## src/rtl/isa_pkg.sv

```systemverilog
// Shared ISA definitions: format codes, encoder FSM states, field widths and bit offsets.
// Decode-side logic imports the same constants so both ends agree on the instruction layout.
package isa_pkg;

  localparam logic [1:0] FMT_R   = 2'd0;
  localparam logic [1:0] FMT_I   = 2'd1;
  localparam logic [1:0] FMT_J   = 2'd2;
  localparam logic [1:0] FMT_BAD = 2'd3;

  localparam logic [1:0] ST_IDLE = 2'd0;
  localparam logic [1:0] ST_RUN  = 2'd1;
  localparam logic [1:0] ST_DONE = 2'd2;

  localparam int WORD_W  = 32;
  localparam int OP_W    = 6;
  localparam int REG_W   = 5;
  localparam int AUX_W   = 11;
  localparam int IMM_W   = 16;
  localparam int JADDR_W = 26;

  localparam int OP_LSB  = 26;
  localparam int RS_LSB  = 21;
  localparam int RT_LSB  = 16;
  localparam int RD_LSB  = 11;

  // A 32-bit immediate fits in 16 bits if its upper half is zero or a sign extension.
  function automatic logic imm_fits(input logic [31:0] v);
    return (v[31:16] == 16'h0000) || (v[31:16] == {16{v[15]}});
  endfunction

endpackage

```

## src/rtl/ins_pack.sv

```systemverilog
// Combinational packing of R/I/J instruction fields into a 32-bit word; zero latency.
// Flags illegal formats and I-type immediates that do not fit in 16 bits; no backpressure.
module ins_pack
  import isa_pkg::*;
(
  input  logic [1:0]         fmt,
  input  logic [OP_W-1:0]    op,
  input  logic [REG_W-1:0]   rs,
  input  logic [REG_W-1:0]   rt,
  input  logic [REG_W-1:0]   rd,
  input  logic [AUX_W-1:0]   aux,
  input  logic [31:0]        imm_dpl,
  input  logic [JADDR_W-1:0] addr,
  output logic [WORD_W-1:0]  word,
  output logic               legal,
  output logic               imm_err
);

  always_comb begin
    word    = '0;
    legal   = 1'b1;
    imm_err = 1'b0;
    case (fmt)
      FMT_R: begin
        word[OP_LSB +: OP_W]  = op;
        word[RS_LSB +: REG_W] = rs;
        word[RT_LSB +: REG_W] = rt;
        word[RD_LSB +: REG_W] = rd;
        word[0 +: AUX_W]      = aux;
      end
      FMT_I: begin
        word[OP_LSB +: OP_W]  = op;
        word[RS_LSB +: REG_W] = rs;
        word[RT_LSB +: REG_W] = rt;
        word[0 +: IMM_W]      = imm_dpl[IMM_W-1:0];
        imm_err               = !imm_fits(imm_dpl);
      end
      FMT_J: begin
        word[OP_LSB +: OP_W]  = op;
        word[0 +: JADDR_W]    = addr;
      end
      default: legal = 1'b0;
    endcase
  end

endmodule

```

## src/rtl/ins_encoder.sv

```systemverilog
// Encodes field sets into instruction memory words; accepted set appears on mem_wdata one cycle later.
// in_ready drops while a write is stalled by mem_ready, and stays low once memory is full until start.
module ins_encoder
  import isa_pkg::*;
#(
  parameter int AW = 8
) (
  input  logic               clk,
  input  logic               rst,
  input  logic               start,
  input  logic               in_valid,
  output logic               in_ready,
  input  logic [1:0]         fmt,
  input  logic [OP_W-1:0]    op,
  input  logic [REG_W-1:0]   rs,
  input  logic [REG_W-1:0]   rt,
  input  logic [REG_W-1:0]   rd,
  input  logic [AUX_W-1:0]   aux,
  input  logic [31:0]        imm_dpl,
  input  logic [JADDR_W-1:0] addr,
  output logic               mem_we,
  input  logic               mem_ready,
  output logic [AW-1:0]      mem_addr,
  output logic [WORD_W-1:0]  mem_wdata,
  output logic [AW:0]        count,
  output logic               full,
  output logic               err
);

  logic [1:0]        state;
  logic [WORD_W-1:0] pack_word;
  logic              pack_legal;
  logic              pack_imm_err;
  logic              accept;
  logic              write_done;
  logic              last_write;

  ins_pack u_pack (
    .fmt     (fmt),
    .op      (op),
    .rs      (rs),
    .rt      (rt),
    .rd      (rd),
    .aux     (aux),
    .imm_dpl (imm_dpl),
    .addr    (addr),
    .word    (pack_word),
    .legal   (pack_legal),
    .imm_err (pack_imm_err)
  );

  assign in_ready   = (state == ST_RUN) && !start && (!mem_we || mem_ready);
  assign accept     = in_valid && in_ready;
  assign write_done = mem_we && mem_ready;
  assign last_write = write_done && (&mem_addr);

  always_ff @(posedge clk or posedge rst) begin
    if (rst) begin
      state     <= ST_IDLE;
      mem_we    <= 1'b0;
      mem_addr  <= '0;
      mem_wdata <= '0;
      count     <= '0;
      full      <= 1'b0;
      err       <= 1'b0;
    end else if (start) begin
      state    <= ST_RUN;
      mem_we   <= 1'b0;
      mem_addr <= '0;
      count    <= '0;
      full     <= 1'b0;
      err      <= 1'b0;
    end else begin
      if (write_done) begin
        mem_we   <= 1'b0;
        mem_addr <= mem_addr + AW'(1);
        count    <= count + (AW+1)'(1);
      end
      if (last_write) begin
        state <= ST_DONE;
        full  <= 1'b1;
      end
      if (accept) begin
        if (!pack_legal) begin
          err <= 1'b1;
        end else if (last_write) begin
          // Memory just filled: this set has nowhere to go, so flag it rather than wrap.
          err <= 1'b1;
        end else begin
          mem_we    <= 1'b1;
          mem_wdata <= pack_word;
          if (pack_imm_err) err <= 1'b1;
        end
      end
    end
  end

endmodule

```

## config.mk

```make
export PLATFORM = sky130hd
export DESIGN_NAME = ins_encoder
export DESIGN_NICKNAME = d
export VERILOG_FILES = /design/src/rtl/isa_pkg.sv /design/src/rtl/ins_pack.sv /design/src/rtl/ins_encoder.sv
export SDC_FILE = /design/constraint.sdc
export NUM_CORES = 1
export LEC_CHECK = 0
export CORE_MARGIN = 1.5
export CORE_UTILIZATION = 40
export DETAILED_ROUTE_END_ITERATION = 8
export PLACE_DENSITY = 0.78
export RECOVER_POWER = 100
export SLEW_MARGIN = 20
export SYNTH_ARGS = -nofsm -noshare
export SYNTH_HDL_FRONTEND = slang
export SYNTH_SLANG_ARGS = --single-unit
```

## constraint.sdc

```tcl
create_clock -name clk -period 2.7 [get_ports clk]
set_clock_uncertainty 0.2 [all_clocks]
set_input_delay 0.27 -clock clk [delete_from_list [all_inputs] [get_ports clk]]
set_output_delay 0.27 -clock clk [all_outputs]
set_load 0.05 [all_outputs]
```

Word-level counts from Yosys, hierarchy flattened
Cells that the tools add are included.
{"block": "word_totals", "ff_bits": 54, "latch_bits": 0, "mem_bits_rw": 0, "romBits": 0, "mem_count": 0}
{"block": "op_classes", "add_sub_neg": 2, "n_mul": 0, "div": 0, "order_cmp": 0, "eq_ne": 5, "shifts": 0, "n_mux": 21, "bitwise_logic": 2, "reduce_logical": 19}
{"operator": "$pmux W32 S3", "n": 1}
{"operator": "$mux W9", "n": 2}
{"operator": "$eq A16 B16 Y1", "n": 1}
{"operator": "$logic_not A16 Y1", "n": 1}
{"operator": "$mux W8", "n": 2}
{"operator": "$mux W1", "n": 14}
{"operator": "$add A9 B1 Y9 const B", "n": 1}
{"operator": "$add A8 B1 Y8 const B", "n": 1}
{"operator": "$reduce_and A8 Y1", "n": 1}
{"operator": "$reduce_bool A2 Y1", "n": 3}
{"operator": "$logic_and A1 B1 Y1", "n": 5}
{"operator": "$eq A2 B1 Y1 const B", "n": 2}
{"operator": "$mux W2", "n": 2}
{"operator": "$ne A4 B2 Y1 const B", "n": 1}
{"operator": "$reduce_and A4 Y1", "n": 1}
{"operator": "$logic_not A1 Y1", "n": 3}
{"operator": "$reduce_or A3 Y1", "n": 1}
{"operator": "$eq A2 B2 Y1 const B", "n": 1}
{"operator": "$logic_not A2 Y1", "n": 1}
{"operator": "$logic_or A1 B1 Y1", "n": 2}
{"operator": "$not A1 Y1", "n": 2}
{"operator": "$reduce_and A2 Y1", "n": 1}

Depth between registers and ports, before layout
Gate-level depths: netlist of the first run.
{"block": "depth", "depth_word": 9, "depth_mapped": 8, "depth_no_buf": 5}

By module
Synthesis of the first run repeated with hierarchy kept, for this count alone.
{"block": "unflattened", "cells_unflattened": 272, "area_unflattened_um2": 2949.1}
{"module": "ins_encoder", "n_inst": 1, "cells_each": 166, "area_per_inst_um2": 2343.5, "seq_area_each_um2": 1326.3}
{"module": "ins_pack", "n_inst": 1, "cells_each": 106, "area_per_inst_um2": 605.6, "seq_area_each_um2": 0.0}

Worst setup path before layout of the first run
OpenSTA, ideal clock, no wires.
{"block": "synth_path", "kind": "register to register", "startpoint": "register mem_addr[0]", "endpoint": "register mem_wdata[0]", "t_arrival_ns": 2.029, "setup_slack_ns": 0.345, "path_stages_with_launch": 8, "path_buffers": 2, "synth_period_minus_slack_ns": 2.355, "path_cell_list": "dfrtp_1 -> ha_1 -> and4_4 -> nand4_4 -> and3_4 -> buf_6 -> buf_6 -> mux2_4"}
{"block": "synth_via", "elab_chain_len": 4}
{"element": "from (decl)", "line": "ins_encoder.sv:23", "rtl": "output logic [AW-1:0] mem_addr,"}
{"element": "from (signal assigned)", "line": "ins_encoder.sv:76", "rtl": "mem_addr <= mem_addr + AW'(1);"}
{"element": "$reduce_and A8 Y1", "line": "ins_encoder.sv:55", "rtl": "assign last_write = write_done && (&mem_addr);"}
{"element": "$logic_and A1 B1 Y1", "line": "ins_encoder.sv:55"}
{"element": "$not A1 Y1 (no source line)"}
{"element": "$reduce_and A4 Y1 (no source line)"}
{"element": "to (signal assigned)", "line": "ins_encoder.sv:91", "rtl": "mem_wdata <= pack_word;"}
{"element": "to (decl)", "line": "ins_encoder.sv:24", "rtl": "output logic [WORD_W-1:0] mem_wdata,"}
No other way between the ends.
A chain may end at the register's enable or synchronous reset.

Worst setup path after layout of the first run
{"block": "layout_path", "startpoint": "register mem_addr[0]", "endpoint": "register mem_wdata[17]"}
Same word-level chain as after synthesis.

==> out/metrics.cfg, run 1 <==
[timing]
finalSetupViolations = 0
slew-limit-headroom = 0.2339
post-route-worst-setup-slack_ns = 0.4095
achievable-frequency_mhz = 436.6
hold_viol_final = 0
final.period_utilization = 0.8483
drv_slew = 0
final_period_minus_worst_setup_slack_ns = 2.291
setup-tns-final_ns = 0
grt_setup_unrepaired = false
worstMarginPinSlew_ns = 1.148

[global_routing]
overflow = 0
maximum_number_of_pins_on_one_net_before_global_route_repair = 31
global_route_wire_length_before_repair_mm = 12.40
first_global_vias = 2625
antenna_found_initial = 0
grt_util_all_layers = 0.2046

[floorplanning]
initial_cell_density_of_the_core = 0.4112
chipWidth_um = 89.12
design.portCount = 150
row_count = 31
dieArea_mm2 = 0.007942
floorplan.core_area_mm2 = 0.007214
die_y_extent_um = 89.12

[worst_setup_path]
element_type_at_the_critical_path_start = flip-flop
critical_path.cell_chain = ha_1 -> and4_1 -> nand4_1 -> and3_4 -> clkbuf_2 -> a21oi_1
cp-end-kind = flip-flop
critical-path-slowest-cell = sky130_fd_sc_hd__dfrtp_1
worst_ep_required_time_ns = 2.68
worstPathBufferInverterCount = 1
worstPathArrival_ns = 2.27
critPathMaxFanout = 25
crit_path_max_incr_delay_ns = 0.44
critPathKind = flip-flop to flip-flop
path_delay_family = simple AND/OR/NAND/NOR gates

[logic_synthesis]
synth.lib_cells_used.distinct = 38
ys.warnings.count = 0
mappedNetlistArea_mm2 = 0.002967
synth_sequential_area_ratio = 0.4471
syn_inst = 274
synth_nets = 373
ys_seq_elements = 53
synthesis.area_per_instance_um2 = 10.83

[final_layout]
n_antenna_cell = 0
post-route-util = 0.6327
area.growth.synth_to_final_pct = 53.86
fraction_of_final_layout_cells_sized_beyond_drive_strength_1 = 0.07512
design.final.nets = 524

[clocking]
ctsHtreeMaxLevel = 2
root_buffer = sky130_fd_sc_hd__clkbuf_8
post_cts_buffers = 0
clock_insertion_delay_worst_skew_ns = 0.31
cts-resized-gates = 0
max-clock-path-buffers = 2
cts-hold-fix-buffers = 0
clock_slew_at_reported_path_ffs_ns = 0.11
clock_sinks = 53
cts_tree = built
tritoncts.num_buffers = 5

[route]
drt-total-wl_mm = 8.157
vias = 2641
drt.antenna.violating_nets = 0
initial_drt_pass_iterations = 4
drt-initial-drc-count = 102
vias_per_cell = 5.030
drt_drc_violations_left = 0
wl_per_cell_um = 15.54

[power]
combinational_group_share_of_total_power = 0.403
p_switching_uw = 968.6
cell_internal_pwr_mw = 1.605
sequential_power_share = 0.377
p_leak_nw = 1.936
ir_drop_v = 0.0003427
clock_power_share = 0.220
power_density_mw_per_mm2 = 563.8
power.switching_fraction = 0.3764

[worst_hold_path]
min_path_type = flip-flop to flip-flop

[status]
run_status = finished, final reports clean

[place]
final_weighted_congestion_in_routability_driven_placement = 0.7691
place_ws_ns = 0.3069
numPortBuffers = 149
dp_hpwl_mm = 6.255

[job]
maxCapViolations = 0

==> synth_stat cells <==
library cell               instances  share of area
sky130_fd_sc_hd__nand2_1          28          0.035
sky130_fd_sc_hd__nor3_1            4         0.0067
sky130_fd_sc_hd__nor2b_1          13          0.027
sky130_fd_sc_hd__nand4_1           6          0.013
sky130_fd_sc_hd__and4_4            1         0.0038
sky130_fd_sc_hd__a31oi_1          10          0.021
sky130_fd_sc_hd__nand3_1           6          0.010
sky130_fd_sc_hd__and3_1            3         0.0063
sky130_fd_sc_hd__a311oi_1          1         0.0030
sky130_fd_sc_hd__o21ai_0          18          0.030
sky130_fd_sc_hd__nand2b_1          1         0.0021
sky130_fd_sc_hd__or3_1             2         0.0042
sky130_fd_sc_hd__mux2_4           18          0.091
sky130_fd_sc_hd__xnor2_1           4          0.012
sky130_fd_sc_hd__o21bai_1          1         0.0025
sky130_fd_sc_hd__a41o_1            1         0.0034
sky130_fd_sc_hd__xor2_1            9          0.027
sky130_fd_sc_hd__dfrtp_1          53           0.45
sky130_fd_sc_hd__inv_1             2         0.0025
sky130_fd_sc_hd__clkbuf_1         10          0.013
sky130_fd_sc_hd__a21oi_1          16          0.027
sky130_fd_sc_hd__a21oi_4          10          0.055
sky130_fd_sc_hd__buf_1             1         0.0013
sky130_fd_sc_hd__nor4_1            1         0.0021
sky130_fd_sc_hd__and3_4            1         0.0038
sky130_fd_sc_hd__or4_1             4          0.010
sky130_fd_sc_hd__buf_4             2         0.0051
sky130_fd_sc_hd__mux2i_1          16          0.054
sky130_fd_sc_hd__and4_1            2         0.0059
sky130_fd_sc_hd__nor2_1           15          0.019
sky130_fd_sc_hd__buf_6             3          0.011
sky130_fd_sc_hd__o41ai_1           1         0.0030
sky130_fd_sc_hd__a21o_1            1         0.0025
sky130_fd_sc_hd__nand4_4           1         0.0072
sky130_fd_sc_hd__buf_2             2         0.0034
sky130_fd_sc_hd__ha_1              2         0.0084
sky130_fd_sc_hd__mux2_2            4          0.015
sky130_fd_sc_hd__buf_8             1         0.0051
==> sequential cells by signal (all words and copies together), names as in the netlist <==
signal / cells
full: 1
mem_addr: 8
err: 1
mem_we: 1
count: 9
state: 1
mem_wdata: 32
==> power by group through the flow <==
| stage | sequential [mW] | combinational, mW | clock [mW] |
|---|---|---|---|
| after floorplan | 1.40 | 0.292 | 0 |
| after global placement | 0.993 | 1.14 | 0 |
| after detailed placement | 0.995 | 1.16 | 0 |
| after CTS | 0.982 | 1.16 | 0.580 |
| after global routing | 0.986 | 1.09 | 0.613 |
| final | 0.971 | 1.04 | 0.566 |
==> layer usage <==
| layer | share of wire | routed length [um] | GRT usage | vias up |
|---|---|---|---|---|
| met1 | 0.42 | 3395 | 0.2425 | 1266 |
| met2 | 0.50 | 4069 | 0.3732 | 92 |
| met5 | 0 | 0 | 0 | - |
| li1 | - | - | - | 1278 |
| met4 | 0.0083 | 68 | 0.05035 | 0 |
| met3 | 0.076 | 623 | 0.04801 | 5 |
==> stage by stage <==
stage                     hold WS (ns)  total power [mW]  std cells  instance area (um2)
after floorplan                 0.1362             1.693        274                 2967
after global placement          0.2713             2.131        517                 4582
after detailed placement        0.2885             2.150        517                 4582
after CTS                       0.1804             2.720        525                 4702
after global routing            0.3253             2.688        525                 4564
final                           0.2851             2.573        525                 4564
==> kinds of logic (layout without fill, tap and decap cells) <==
kind of cell	count (synthesis)	after routing	synth area share
and+or+nand+nor	88	88	0.1569
muxes	38	38	0.1603
adders and majority gates	2	2	0.008434
AOI/OAI and AO/OA	59	59	0.1476
DFF	53	53	0.4471
xor gates and xnor gates	13	13	0.03838
buffers and inverters	21	173	0.04133
==> final cells by class <==
| cell class | count | area (um2) |
|---|---|---|
| tap | 99 | 123.9 |
| clock buffer | 6 | 82.58 |
| timing repair buffer | 163 | 1577 |
| sequential | 53 | 1326 |
| multi-input combinational | 200 | 1410 |
| inverter | 2 | 7.507 |
| fill | 632 | 2650 |
| clock inverter | 2 | 37.54 |
==> cell usage in the layout (no fill, tap or decap), types with 6 or more instances in the layout <==
cell and count:
sky130_fd_sc_hd__clkdlybuf4s50_1 94, sky130_fd_sc_hd__dlygate4sd3_1 54, sky130_fd_sc_hd__dfrtp_1 53, sky130_fd_sc_hd__nand2_1 28
sky130_fd_sc_hd__o21ai_0 18, sky130_fd_sc_hd__a21oi_1 18, sky130_fd_sc_hd__mux2_1 18, sky130_fd_sc_hd__mux2i_1 16
sky130_fd_sc_hd__nor2_1 15, sky130_fd_sc_hd__nor2b_1 13, sky130_fd_sc_hd__a31oi_1 10, sky130_fd_sc_hd__buf_4 10
sky130_fd_sc_hd__xor2_1 9, sky130_fd_sc_hd__a21oi_4 8, sky130_fd_sc_hd__nand4_1 7, sky130_fd_sc_hd__nand3_1 6
sky130_fd_sc_hd__clkbuf_8 6
==> worst register-to-register path: stages, from the launching register on <==
cell	delay, ns
sky130_fd_sc_hd__dfrtp_1	0.44
sky130_fd_sc_hd__ha_1	0.23
sky130_fd_sc_hd__and4_1	0.21
sky130_fd_sc_hd__nand4_1	0.17
sky130_fd_sc_hd__and3_4	0.44
sky130_fd_sc_hd__clkbuf_2	0.36
sky130_fd_sc_hd__a21oi_1	0.12
==> path summary, 6_finish.rpt <==
check	startpoint	endpoint	slack, ns	depth (start not counted)
max	mem_addr[0]	mem_wdata[17]	0.41	6
min	mem_wdata[5]	mem_wdata[5]	0.29	1
max reg2reg	mem_addr[0]	mem_wdata[17]	0.41	6
min reg2reg	mem_wdata[5]	mem_wdata[5]	0.29	1
max in group asynchronous	rst	mem_wdata[9]	0.69	3
min in group asynchronous	rst	mem_addr[0]	0.50	2
Note: power is estimated with default switching activity, not from simulation.
==> run 2: changes to the inputs <==
==> constraint.sdc (replaced) <==
create_clock -name clk -period 2.3 [get_ports clk]
set_clock_uncertainty 0.2 [all_clocks]
set_input_delay 0.23 -clock clk [delete_from_list [all_inputs] [get_ports clk]]
set_output_delay 0.23 -clock clk [all_outputs]
set_load 0.05 [all_outputs]
==> out/metrics.cfg, run 2 (synthesis gave the netlist of run 1 again) <==
[route]
drt-total-wl_mm = 8.292
drt.antenna.violating_nets = 0
drt_drc_violations_left = 0
drt-initial-drc-count = 49
vias_per_cell = 5.063
initial_drt_pass_iterations = 4
wl_per_cell_um = 15.70
vias = 2673

[global_routing]
globalRoute.busiestLayer = met2
use_met1 = 0.2389
first_global_vias = 2646
maximum_number_of_pins_on_one_net_before_global_route_repair = 23
grt_util_met2 = 0.3766
grt_util_all_layers = 0.2039
overflow = 0
global_route_wire_length_before_repair_mm = 12.40
antenna_found_initial = 0
grt.met3_usage = 0.03878

[timing]
worstMarginPinSlew_ns = 0.7001
achievable-frequency_mhz = 471.4
hold_viol_final = 0
final_period_minus_worst_setup_slack_ns = 2.121
setup-tns-final_ns = 0
post-route-worst-setup-slack_ns = 0.1785
finalSetupViolations = 0
timing.hold.ws_ns = 0.2618
final.period_utilization = 0.9224
drv_slew = 0
grt_setup_unrepaired = false
slew-limit-headroom = 0.5323

[floorplanning]
floorplan.core_area_mm2 = 0.007214
design.portCount = 150
row_count = 31
die_y_extent_um = 89.12
initial_cell_density_of_the_core = 0.4112
chipWidth_um = 89.12
dieArea_mm2 = 0.007942

[place]
placed_cells_incl_taps = 520
place_ws_ns = 0.1015
final_weighted_congestion_in_routability_driven_placement = 0.7724
numPortBuffers = 149
dp_hpwl_mm = 6.540

[clocking]
tritoncts.num_buffers = 5
max-clock-path-buffers = 2
cts_tree = built
clock_slew_at_reported_path_ffs_ns = 0.09
post_cts_buffers = 0
cts-hold-fix-buffers = 0
clock_sinks = 53
root_buffer = sky130_fd_sc_hd__clkbuf_8
ctsHtreeMaxLevel = 2
clock_insertion_delay_worst_skew_ns = 0.30
cts-resized-gates = 0

[power]
sequential_power_share = 0.385
clock_power_share = 0.195
p_switching_mw = 1.144
power.switching_fraction = 0.3862
power_density_mw_per_mm2 = 639.6
cell_internal_pwr_mw = 1.819
combinational_group_share_of_total_power = 0.420
ir_drop_v = 0.0003446
p_leak_nw = 1.973

[final_layout]
area.growth.synth_to_final_pct = 56.18
layout.cells.most_common = sky130_fd_sc_hd__clkdlybuf4s50_1
reg_top3 = mem_wdata (32), count (9), mem_addr (8)
design.final.nets = 527
largest_register_ff_count = 32
fraction_of_final_layout_cells_sized_beyond_drive_strength_1 = 0.09557
layoutNonFillerInstCount = 528
layout.cells.most_common_list = sky130_fd_sc_hd__clkdlybuf4s50_1 (94), sky130_fd_sc_hd__dlygate4sd3_1 (54), sky130_fd_sc_hd__dfrtp_1 (50)
largest-register = mem_wdata
n_antenna_cell = 0

[worst_setup_path]
path_delay_family = buffers and inverters
worstPathBufferInverterCount = 1
critPathMaxFanout = 11
worstPathArrival_ns = 1.69
cp-end-kind = output port
crit_path_max_incr_delay_ns = 0.90
critPathKind = flip-flop to output port
critical-path-slowest-cell = sky130_fd_sc_hd__dlygate4sd3_1
element_type_at_the_critical_path_start = flip-flop
critical_path.cell_chain = dlygate4sd3_1
worst_ep_required_time_ns = 1.87

[worst_hold_path]
min_path_type = primary input to async pin

[job]
maxCapViolations = 0

[status]
run_status = finished, final reports clean

## run 2: cell count changes in the layout (fill, tap and decap cells not counted), sizes merged
| cell | change |
|---|---|
| buf | +2 |
| bufinv | -1 |
| clkbuf | +2 |
| clkinv | +1 |
| clkinvlp | -1 |
## run 2: worst reg2reg max path: stages, from the launching register on
cell	delay (ns)
sky130_fd_sc_hd__dfrtp_2	0.44
sky130_fd_sc_hd__ha_1	0.21
sky130_fd_sc_hd__and4_1	0.22
sky130_fd_sc_hd__nand4_4	0.11
sky130_fd_sc_hd__and3_1	0.27
sky130_fd_sc_hd__buf_12	0.19
sky130_fd_sc_hd__mux2_1	0.35
## run 2: routing by layer
| layer | wire [um] | share of wire | up-vias |
|---|---|---|---|
| met5 | 0 | 0 | - |
| met4 | 123 | 0.015 | 0 |
| met3 | 539 | 0.065 | 11 |
| met2 | 4314 | 0.52 | 87 |
| met1 | 3313 | 0.40 | 1291 |
| li1 | - | - | 1284 |
## run 2: worst paths after layout
check / depth (start not counted) / slack (ns) / startpoint / end
max: 1 / 0.18 / mem_we / mem_we
min: 2 / 0.26 / rst / mem_wdata[31]
max in group asynchronous: 3 / 0.60 / rst / mem_wdata[5]
min reg2reg: 1 / 0.29 / mem_wdata[15] / mem_wdata[15]
min in group clk: 1 / 0.29 / mem_wdata[15] / mem_wdata[15]
max reg2reg: 6 / 0.19 / mem_addr[0] / mem_wdata[31]
## run 2: final cells by class
| cell class | count | area (um2) |
|---|---|---|
| Inverter | 2 | 7.507 |
| Fill cell | 639 | 2581 |
| Multi-Input combinational cell | 200 | 1450 |
| Timing Repair Buffer | 166 | 1620 |
| Clock inverter | 1 | 5.005 |
| Clock buffer | 7 | 96.34 |
| Tap cell | 99 | 123.9 |
| Sequential cell | 53 | 1330 |
## run 2: stage by stage
stage | total power, mW | area (um2) | utilization
floorplan | 1.988 | 2970 | -
global placement | 2.516 | 4646 | 0.6439
detailed placement | 2.541 | 4646 | 0.6439
CTS | 3.123 | 4747 | 0.6580
global route | 3.084 | 4633 | 0.6422
finish | 2.963 | 4633 | 0.6422
## run 2: power by group through the flow
stage               Combinational (mW)  Sequential, mW  Clock (mW)
floorplan                        0.342            1.65           0
global placement                  1.35            1.17           0
detailed placement                1.37            1.17           0
CTS                               1.37            1.16       0.594
global route                      1.30            1.16       0.623
finish                            1.24            1.14       0.576
